**src/rtl/serial_sub_pkg.sv**
```systemverilog
// Shared FSM state encoding for the bit-serial subtractor.
package serial_sub_pkg;

  typedef enum logic [1:0] {
    IDLE = 2'd0,
    RUN  = 2'd1,
    DONE = 2'd2
  } state_t;

endpackage

```
**src/rtl/serial_sub_fa_struc.sv**
```systemverilog
// 1-bit full-adder cell used as the serial subtractor's only arithmetic element.
module fa_struc (
  output logic sum,
  output logic cout,
  input  logic a,
  input  logic b,
  input  logic cin
);

  logic p;
  logic g;

  assign p    = a ^ b;
  assign g    = a & b;
  assign sum  = p ^ cin;
  assign cout = g | (p & cin);

endmodule

```
**src/rtl/serial_sub.sv**
```systemverilog
// Bit-serial subtractor: diff = a + ~b + 1, one bit per cycle, LSB first.
module serial_sub
  import serial_sub_pkg::*;
#(
  parameter int unsigned WIDTH = 8
) (
  input  logic             clk,
  input  logic             rst_n,
  input  logic             start,
  input  logic [WIDTH-1:0] a,
  input  logic [WIDTH-1:0] b,
  output logic             busy,
  output logic             done,
  output logic [WIDTH-1:0] diff,
  output logic             borrow,
  output logic             ovf
);

  localparam int unsigned CW = $clog2(WIDTH + 1);

  state_t           state;
  logic [WIDTH-1:0] a_sr;
  logic [WIDTH-1:0] b_inv_sr;
  logic [WIDTH-1:0] res_sr;
  logic             carry;
  logic [CW-1:0]    cnt;
  logic             sum_c;
  logic             cout_c;

  fa_struc u_fa (
    .sum  (sum_c),
    .cout (cout_c),
    .a    (a_sr[0]),
    .b    (b_inv_sr[0]),
    .cin  (carry)
  );

  // Control, operand shifters and result registers
  always_ff @(posedge clk or negedge rst_n) begin
    if (!rst_n) begin
      state    <= IDLE;
      a_sr     <= '0;
      b_inv_sr <= '0;
      res_sr   <= '0;
      carry    <= 1'b0;
      cnt      <= '0;
      busy     <= 1'b0;
      done     <= 1'b0;
      diff     <= '0;
      borrow   <= 1'b0;
      ovf      <= 1'b0;
    end else begin
      case (state)
        IDLE: begin
          done <= 1'b0;
          if (start) begin
            a_sr     <= a;
            b_inv_sr <= ~b;
            carry    <= 1'b1;
            cnt      <= '0;
            busy     <= 1'b1;
            state    <= RUN;
          end
        end
        RUN: begin
          a_sr     <= a_sr >> 1;
          b_inv_sr <= b_inv_sr >> 1;
          res_sr   <= {sum_c, res_sr[WIDTH-1:1]};
          carry    <= cout_c;
          cnt      <= cnt + CW'(1);
          // On the MSB step, carry holds the carry into the MSB
          if (cnt == CW'(WIDTH - 1)) begin
            diff   <= {sum_c, res_sr[WIDTH-1:1]};
            borrow <= ~cout_c;
            ovf    <= carry ^ cout_c;
            done   <= 1'b1;
            state  <= DONE;
          end
        end
        DONE: begin
          done  <= 1'b0;
          busy  <= 1'b0;
          state <= IDLE;
        end
        default: begin
          done  <= 1'b0;
          busy  <= 1'b0;
          state <= IDLE;
        end
      endcase
    end
  end

endmodule

```
**config.mk**
```make
export PLATFORM = sky130hd
export DESIGN_NAME = serial_sub
export DESIGN_NICKNAME = d
export VERILOG_FILES = /design/src/rtl/serial_sub_pkg.sv /design/src/rtl/serial_sub_fa_struc.sv /design/src/rtl/serial_sub.sv
export SDC_FILE = /design/constraint.sdc
export NUM_CORES = 1
export LEC_CHECK = 0
export ABC_CLOCK_PERIOD_IN_PS = 4900
export CELL_PAD_IN_SITES_DETAIL_PLACEMENT = 1
export CELL_PAD_IN_SITES_GLOBAL_PLACEMENT = 1
export CORE_MARGIN = 3
export CORE_UTILIZATION = 44
export CTS_CLUSTER_DIAMETER = 60
export CTS_CLUSTER_SIZE = 24
export DETAILED_ROUTE_END_ITERATION = 12
export PLACE_DENSITY_LB_ADDON = 0.3
export SYNTH_ARGS = -nofsm -noshare
export SYNTH_HDL_FRONTEND = slang
export SYNTH_HIERARCHICAL = 1
export SYNTH_SLANG_ARGS = --single-unit
```
**constraint.sdc**
```tcl
create_clock -name clk -period 4.9 [get_ports clk]
set_clock_uncertainty 0.15 [all_clocks]
set_input_delay 1.47 -clock clk [delete_from_list [all_inputs] [get_ports clk]]
set_output_delay 1.47 -clock clk [all_outputs]
set_load 0.03 [all_outputs]
```
# ---- Word level (Yosys, flattened, before mapping)
# Index checks and enable logic that the tools add are counted.
dict set report totals {
  ff_bits 43
  inputBits 19
  out_inout_bits 12
  wordCells 45
}
dict set report op_classes {
  add_sub_neg 1
  eq_ne 4
  n_mux 14
  n_bitwise 9
  n_reduce_logical 6
}
# op n
set ops {}
lappend ops {{$pmux 8 s2} 2}
lappend ops {{$mux 8} 2}
lappend ops {{$not 8->8} 1}
lappend ops {{$pmux 4 s2} 1}
lappend ops {{$reduce_and 2->1} 4}
lappend ops {{$add 4x1->4 const B} 1}
lappend ops {{$eq 4x3->1 const B} 1}
lappend ops {{$mux 2} 2}
lappend ops {{$mux 4} 1}
lappend ops {{$ne 2x2->1 const B} 2}
lappend ops {{$pmux 1 s2} 2}
lappend ops {{$pmux 2 s2} 1}
lappend ops {{$mux 1} 3}
lappend ops {{$xor 1x1->1} 3}
lappend ops {{$and 1x1->1} 2}
lappend ops {{$eq 2x1->1 const B} 1}
lappend ops {{$logic_not 2->1} 1}
lappend ops {{$not 1->1} 2}
lappend ops {{$reduce_bool 2->1} 1}
lappend ops {{$or 1x1->1} 1}

# ---- Longest topological paths before layout
# Gate-level depths: netlist of the first run.
dict set report depth {
  ltp_word 4
  mapped_depth 5
  ltp_nobuf 4
}

# ---- By module
# Netlist of the first run, hierarchy kept.
# module n_inst cells_per_inst area_per_inst_um2 seq_area_each_um2
set by_module_without_submodules {}
lappend by_module_without_submodules {serial_sub 1 161 1798.0 1051.0}
lappend by_module_without_submodules {fa_struc 1 1 20.0 0.0}

# ---- Least setup slack after synthesis of the first run
# No wires, ideal clock.
dict set report synth_timing {
  path_type {input to register}
  startpoint {input start}
  endpoint {register a_sr[0]}
  setup_time_ns 0.083
  arrival_ns 2.054
  required_ns 4.667
  slack_ns 2.613
  cell_stages 4
  path_buffers 1
  path_cell_list {inv_1 -> clkbuf_1 -> a22oi_1 -> o21ai_0}
}
dict set report synth_between {
  elab_chain_len 2
}
# item line
set synth_rtl {}
lappend synth_rtl {{start, declared} serial_sub.sv:9} ;# input logic start,
lappend synth_rtl {{$ne 2x2->1 (no source line)} --}
lappend synth_rtl {{$reduce_and 2->1 (no source line)} --}
lappend synth_rtl {{end signal, assigned} serial_sub.sv:66} ;# a_sr <= a_sr >> 1;
lappend synth_rtl {{end, declared} serial_sub.sv:22} ;# logic [WIDTH-1:0] a_sr;
# Every way passes these cells.
# A chain may end at the register's enable or synchronous reset.

# ---- Worst setup path in the final report of the first run
dict set report layout_timing {
  startpoint {register diff[7]}
  endpoint {output diff[7]}
}
# item line
set layout_lines {}
lappend layout_lines {{start, declared} serial_sub.sv:14} ;# output logic [WIDTH-1:0] diff,
lappend layout_lines {{start signal, assigned} serial_sub.sv:73} ;# diff <= {sum_c, res_sr[WIDTH-1:1]};
# No word-level cell between the ends.

==> results of run 1 <==
## cell usage in the layout, fill, tap and decap left out, types with 2 or more instances in the layout
master,count
a21oi_1,2
a22o_1,2
a22oi_1,18
a2bb2oi_1,8
clkbuf_1,2
clkbuf_8,5
clkdlybuf4s50_1,29
dfrtp_1,42
inv_1,3
mux2_2,10
nand2_1,30
nand2b_1,3
nor2_1,4
nor2b_1,2
o21ai_0,17
## Yosys cell counts
cell type / n
a21oi_1: 2
a22oi_1: 18
buf_6: 2
nand2b_1: 3
nor2_1: 4
clkbuf_1: 6
ha_1: 1
xor2_1: 1
a31oi_1: 1
o22a_1: 1
o21bai_1: 1
nand2_1: 30
dfrtp_1: 42
nor3_4: 1
buf_2: 2
a2bb2oi_1: 8
a22o_1: 2
mux2_2: 10
fa_1: 1
inv_1: 3
nor2b_1: 2
mux2i_1: 1
nand3_1: 1
a41oi_1: 1
o21ai_0: 17
o21a_1: 1
## area by class of cell
cell class,instances,area (um2)
fill,406,1620
sequential,42,1050
multi-input combinational,107,701
timing repair buffer,31,303
clock buffer,7,76.3
tap,48,60.1
inverter,3,11.3
## kinds of logic after synthesis
family          count (synthesis)
flops                          42
compound gates                 52
buf+inv                        13
fa+ha+maj                       2
simple gates                   41
xor+xnor                        1
mux                            11
## sequential cells by signal, indices dropped and copies added, names as in the netlist
register / flops
a_sr: 8
b_inv_sr: 8
diff: 8
res_sr: 7
cnt: 4
state: 2
borrow: 1
busy: 1
carry: 1
done: 1
ovf: 1
## report_power, final
group,leakage [nW],switching (mW),internal (mW)
Sequential,0.537,0.124,0.480
Combinational,0.406,0.268,0.230
Clock,0.0383,0.108,0.0981
Total,0.982,0.500,0.807
## worst max-delay path by stage
| stage | start | end | cells past startpoint |
|---|---|---|---|
| after detailed placement | start | a_sr[1]$_DFFE_PN0P_ | 4 |
| final | diff[7]$_DFFE_PN0P_ | diff[7] | 1 |
| after floorplan | start | a_sr[0]$_DFFE_PN0P_ | 4 |
| after global placement | start | a_sr[4]$_DFFE_PN0P_ | 4 |
| after CTS | ovf$_DFFE_PN0P_ | ovf | 1 |
| after global routing | borrow$_DFFE_PN0P_ | borrow | 1 |
## routing by layer
layer	wire, um	up-vias	global-route usage, %	share of wire (%)
li1	-	631	-	-
met1	1730	690	20.0	43
met2	2070	33	32.8	51
met3	211	6	4.75	5.2
met4	61	0	6.38	1.5
met5	0	-	0	0
## per-stage QoR
| stage | std cells | util (%) |
|---|---|---|
| final | 238 | 57.6 |
| after global routing | 238 | 57.6 |
| after CTS | 238 | 57.6 |
| after detailed placement | 231 | 55.6 |
| after global placement | 231 | 55.6 |
| after floorplan | 162 | - |
==> flow_summary.yaml, run 1 <==
status:
  status: "finished clean"
power:
  leakagePower_nw: 0.982
  pwr_density_cell_nw_per_um2: 594
  power_mw: 1.31
  largest_voltage_drop_on_the_vdd_net_uv: 224
clocking:
  cts-root-to-sink-buffers: 2
  cts_hold_fix_bufs: 0
  clkSinkCount: 42
  tritoncts: "built"
  post_cts.repair.setup_buffers: 0
  ctsHtreeMaxLevel: 2
  clkTransAtPathRegs_ps: 70
  cts_buffers: 5
  clk-insertion-delay-late_ps: 290
  postCtsResizedCells: 0
  clock-root-buffer: "clkbuf_8"
logic_synthesis:
  muxShareOfSynthArea_pct: 6.74
  synth_top_family_by_area: "compound AO/OA/AOI/OAI gates"
  synth_top_cell_area_share_pct: 57.8
  synth_cell_type_count: 26
  netlist_area_um2: 1820
  post-synth-top-area-cell: "dfrtp_1"
  yosys_warnings: 6
  synth.avg_cell_area_um2: 11.2
  synth_xor_area_share_pct: 0.482
  yosys_register_bits: 42
  synth_top_cells_by_area: "dfrtp_1 (58%), a22oi_1 (7.4%), mux2_2 (6.2%)"
  post_synthesis_share_of_cell_area_spent_on_full_adders_half_adders_and_majority_gates_pct: 1.79
  synth-compound-area-share_pct: 19.6
  synth.yosys.seq_area_share_pct: 57.8
  postSynthCellCount: 162
  synthSimpleGateAreaFrac_pct: 9.91
  syn_nets: 183
sta:
  final.hold.worst_slack_ps: 345
  portion_of_the_clock_cycle_consumed_by_the_worst_path_in_the_final_layout_pct: 60.3
  timing.final.crit_period_ps: 2950
  timing.final.max_slew_violations: 0
  maximum_clock_rate_ghz: 0.339
  worstMarginPinSlew_ps: 909
  setup-violations-final: 0
  max_slew_margin_pct: 39.4
  postLayoutSetupSlackWorst_ps: 1950
  accumulated_negative_setup_slack_ps: 0
  setup_repair_after_global_routing_missed_its_margin: "false"
  report.final.hold_viol_count: 0
critical_path:
  slowest_delay_ps: 680
  worst-path-max-fanout: 2
  timing.setup.critical_path_class: "reg2out"
  crit_family: "buffers and inverters"
  chain_of_cells_forming_the_critical_path: "clkdlybuf4s50_1"
  terminus_of_the_critical_flop_to_flop_path: "ovf$_DFFE_PN0P_"
  rrSetupSlack_ps: 2370
  reg2reg_from: "state[0]$_DFFE_PN0P_"
  worstRegToRegCells: 3
  critPathCaptureType: "output pin"
  critPathSlowestCell: "clkdlybuf4s50_1"
  timing.critical_path.required_ps: 3280
  timing.critical_path.buf_inv: 1
  data_arrival_time_of_the_critical_path_ps: 1330
  critical_path.startpoint_type: "register"
grt:
  first_pass_grt_wire_length_um: 6990
  grt_overflow: 0
  grt_pass1_vias: 1537
  gr-usage-all-layers_pct: 18.0
  largest_net_degree_at_the_start_of_global_routing: 43
  number_of_antenna_violations_at_the_first_check_in_global_routing: 0
worst_hold_path:
  holdCritStartpoint: "done$_DFFE_PN0P_"
  worst_hold_path_type: "reg2reg"
  hold_path_end: "done$_DFFE_PN0P_"
  min_delay_path_depth: 1
placed_design:
  post-dp-hpwl_um: 2860
  post_dp_cell_area_um2: 2130
  gp_congestion: 0.771
  dpl_worst_slack_ps: 1780
  port_buffer_count: 30
floorplan:
  chipWidth_um: 70.3
  die_y_um: 70.3
  placementRows: 22
  coreArea_um2: 3830
  design.die.area_um2: 4940
  floorplan.initialDensity_pct: 47.5
  io-pin-count: 31
drt:
  drc: 0
  via_count: 1360
  finalWirelength_um: 4070
  routedWlPerCell_um: 17.1
  avgViaCountPerCell: 5.71
  drt-initial-drc-count: 59
  drt-pass1-iter-count: 4
  drt.antenna.violating_nets: 0
run:
  timing.max_cap.violations: 0
finish:
  area_growth_syn_to_layout_pct: 21.1
  design.final.nets: 211
  antenna_cell_count: 0
  drive_above_1_share_pct: 9.47
  area_of_all_placed_cells_without_fillers_um2: 2200
Power figures use the tool's default switching activity.
==> run 2: changes to the inputs <==
--- a/config.mk
+++ b/config.mk
@@ -5,11 +5,11 @@
 export SDC_FILE = /design/constraint.sdc
 export NUM_CORES = 1
 export LEC_CHECK = 0
-export ABC_CLOCK_PERIOD_IN_PS = 4900
+export ABC_CLOCK_PERIOD_IN_PS = 2900
 export CELL_PAD_IN_SITES_DETAIL_PLACEMENT = 1
 export CELL_PAD_IN_SITES_GLOBAL_PLACEMENT = 1
 export CORE_MARGIN = 3
-export CORE_UTILIZATION = 44
+export CORE_UTILIZATION = 41
 export CTS_CLUSTER_DIAMETER = 60
 export CTS_CLUSTER_SIZE = 24
 export DETAILED_ROUTE_END_ITERATION = 12
==> constraint.sdc (replaced) <==
create_clock -name clk -period 2.9 [get_ports clk]
set_clock_uncertainty 0.15 [all_clocks]
set_input_delay 0.87 -clock clk [delete_from_list [all_inputs] [get_ports clk]]
set_output_delay 0.87 -clock clk [all_outputs]
set_load 0.03 [all_outputs]
==> run 2 against run 1 <==
Net effect:
- non-clock buffer count rose by 6
- total power grew 75%
- routed wire length grew 1.5%
- critical path depth is the same
- clock-buffer cell count shrank 1
- die area increased by 6.7%
- global-route usage down 0.64 points
- register-to-register slack lost 1400 ps
- first-iteration DRC count up 25%
- clock power increased by 93%
- sequential power increased by 63%
- critical path type unchanged
- critical endpoint is now busy
==> flow_summary.yaml, run 2 (synthesis gave the netlist of run 1 again) <==
status:
  status: "finished clean"
drt:
  top_layer: "met4"
  via_count: 1381
  finalWirelength_um: 4140
  drt.antenna.violating_nets: 0
  avgViaCountPerCell: 5.59
  drc: 0
  drt-initial-drc-count: 74
  met1_wl_um: 1750
  routedWlPerCell_um: 16.7
  drt-pass1-iter-count: 4
  met3WireLength_um: 170
  met2_length_um: 2160
placed_design:
  dpl_worst_slack_ps: 368
  post_dp_cell_area_um2: 2170
  post-dp-hpwl_um: 2940
  placed_cells: 239
  port_buffer_count: 30
  gp_congestion: 0.747
grt:
  gr-usage-all-layers_pct: 17.4
  largest_net_degree_at_the_start_of_global_routing: 26
  grt_overflow: 0
  grt_pass1_vias: 1467
  number_of_antenna_violations_at_the_first_check_in_global_routing: 0
  first_pass_grt_wire_length_um: 7090
finish:
  area_growth_syn_to_layout_pct: 24.8
  antenna_cell_count: 0
  regArea_um2: 1050
  design.final.nets: 217
  area_of_the_multi_input_gates_um2: 701
  area_of_all_placed_cells_without_fillers_um2: 2270
  nFillCells: 450
  post_layout_nonfiller_instances: 247
  final_common_cell: "dfrtp_1"
  biggestRegsByFlops: "a_sr x8, b_inv_sr x8, diff x8"
  final_cell_mix: "dfrtp_1 (42), nand2_1 (30), clkdlybuf4s50_1 (29)"
  drive_above_1_share_pct: 13.7
  utilization_pct: 54.7
critical_path:
  critPathSlowestCell: "clkdlybuf4s50_1"
  timing.setup.critical_path_class: "reg2out"
  critical_path.startpoint_type: "register"
  timing.critical_path.buf_inv: 1
  chain_of_cells_forming_the_critical_path: "clkdlybuf4s50_1"
  crit_family: "buffers and inverters"
  slowest_delay_ps: 670
  worst-path-max-fanout: 2
  timing.critical_path.required_ps: 1880
  data_arrival_time_of_the_critical_path_ps: 1330
  critPathCaptureType: "output pin"
power:
  largest_voltage_drop_on_the_vdd_net_uv: 353
  pwr_density_cell_nw_per_um2: 1010
  power_mw: 2.29
  leakagePower_nw: 1.02
floorplan:
  coreArea_um2: 4140
  placementRows: 23
  design.die.area_um2: 5270
  floorplan.initialDensity_pct: 43.9
  chipWidth_um: 72.6
  die_y_um: 72.6
  io-pin-count: 31
sta:
  final.hold.worst_slack_ps: 338
  setup_repair_after_global_routing_missed_its_margin: "false"
  postLayoutSetupSlackWorst_ps: 551
  report.final.hold_viol_count: 0
  timing.final.crit_period_ps: 2350
  maximum_clock_rate_ghz: 0.426
  timing.final.max_slew_violations: 0
  setup-violations-final: 0
  accumulated_negative_setup_slack_ps: 0
  portion_of_the_clock_cycle_consumed_by_the_worst_path_in_the_final_layout_pct: 81.0
  max_slew_margin_pct: 59.7
  worstMarginPinSlew_ps: 602
clocking:
  ctsHtreeMaxLevel: 2
  cts_buffers: 5
  clk-insertion-delay-late_ps: 300
  clock-root-buffer: "clkbuf_8"
  cts-root-to-sink-buffers: 2
  cts_hold_fix_bufs: 0
  tritoncts: "built"
  postCtsResizedCells: 0
  post_cts.repair.setup_buffers: 0
  clkTransAtPathRegs_ps: 80
  clkSinkCount: 42
run:
  timing.max_cap.violations: 0
worst_hold_path:
  worst_hold_path_type: "in2async"
==> run 2: final timing paths <==
check	start	end	slack [ps]	cells after the start
setup / recovery	busy$_DFFE_PN0P_	busy	550	1
hold / removal	rst_n	diff[1]$_DFFE_PN0P_	340	1
setup reg to reg	state[0]$_DFFE_PN0P_	diff[4]$_DFFE_PN0P_	970	4
hold reg to reg	b_inv_sr[1]$_DFFE_PN0P_	b_inv_sr[1]$_DFFE_PN0P_	340	2
max in group asynchronous	rst_n	carry$_DFFE_PN0P_	1590	2
min in group clk	b_inv_sr[1]$_DFFE_PN0P_	b_inv_sr[1]$_DFFE_PN0P_	340	2
==> run 2: cell type report <==
class,count,share of cell area (%)
clock buffer,6,3.64
timing repair buffer,37,15.3
sequential,42,46.3
multi-input combinational,107,30.9
tap,50,2.76
inverter,3,0.496
clock inverter,2,0.552
==> run 2: power breakdown <==
| part | leakage, nW | internal (mW) | switching, mW | total [mW] |
|---|---|---|---|---|
| registers | 0.537 | 0.811 | 0.170 | 0.981 |
| clock network | 0.0472 | 0.191 | 0.206 | 0.398 |
| logic | 0.436 | 0.415 | 0.491 | 0.906 |
| total | 1.02 | 1.42 | 0.868 | 2.29 |
==> run 2: metal layers <==
| layer | vias up | GRT usage, % |
|---|---|---|
| met3 | 6 | 4.55 |
| met5 | - | 0 |
| met1 | 703 | 21.0 |
| met2 | 31 | 30.3 |
| li1 | 641 | - |
| met4 | 0 | 5.53 |
==> run 2: worst reg2reg max path, delay by kind of cell, from the launching register on <==
kind | cells | cell delay, ps
DFF | 1 | 330
muxes | 1 | 410
and+or+nand+nor | 2 | 700
buffers and inverters | 1 | 240
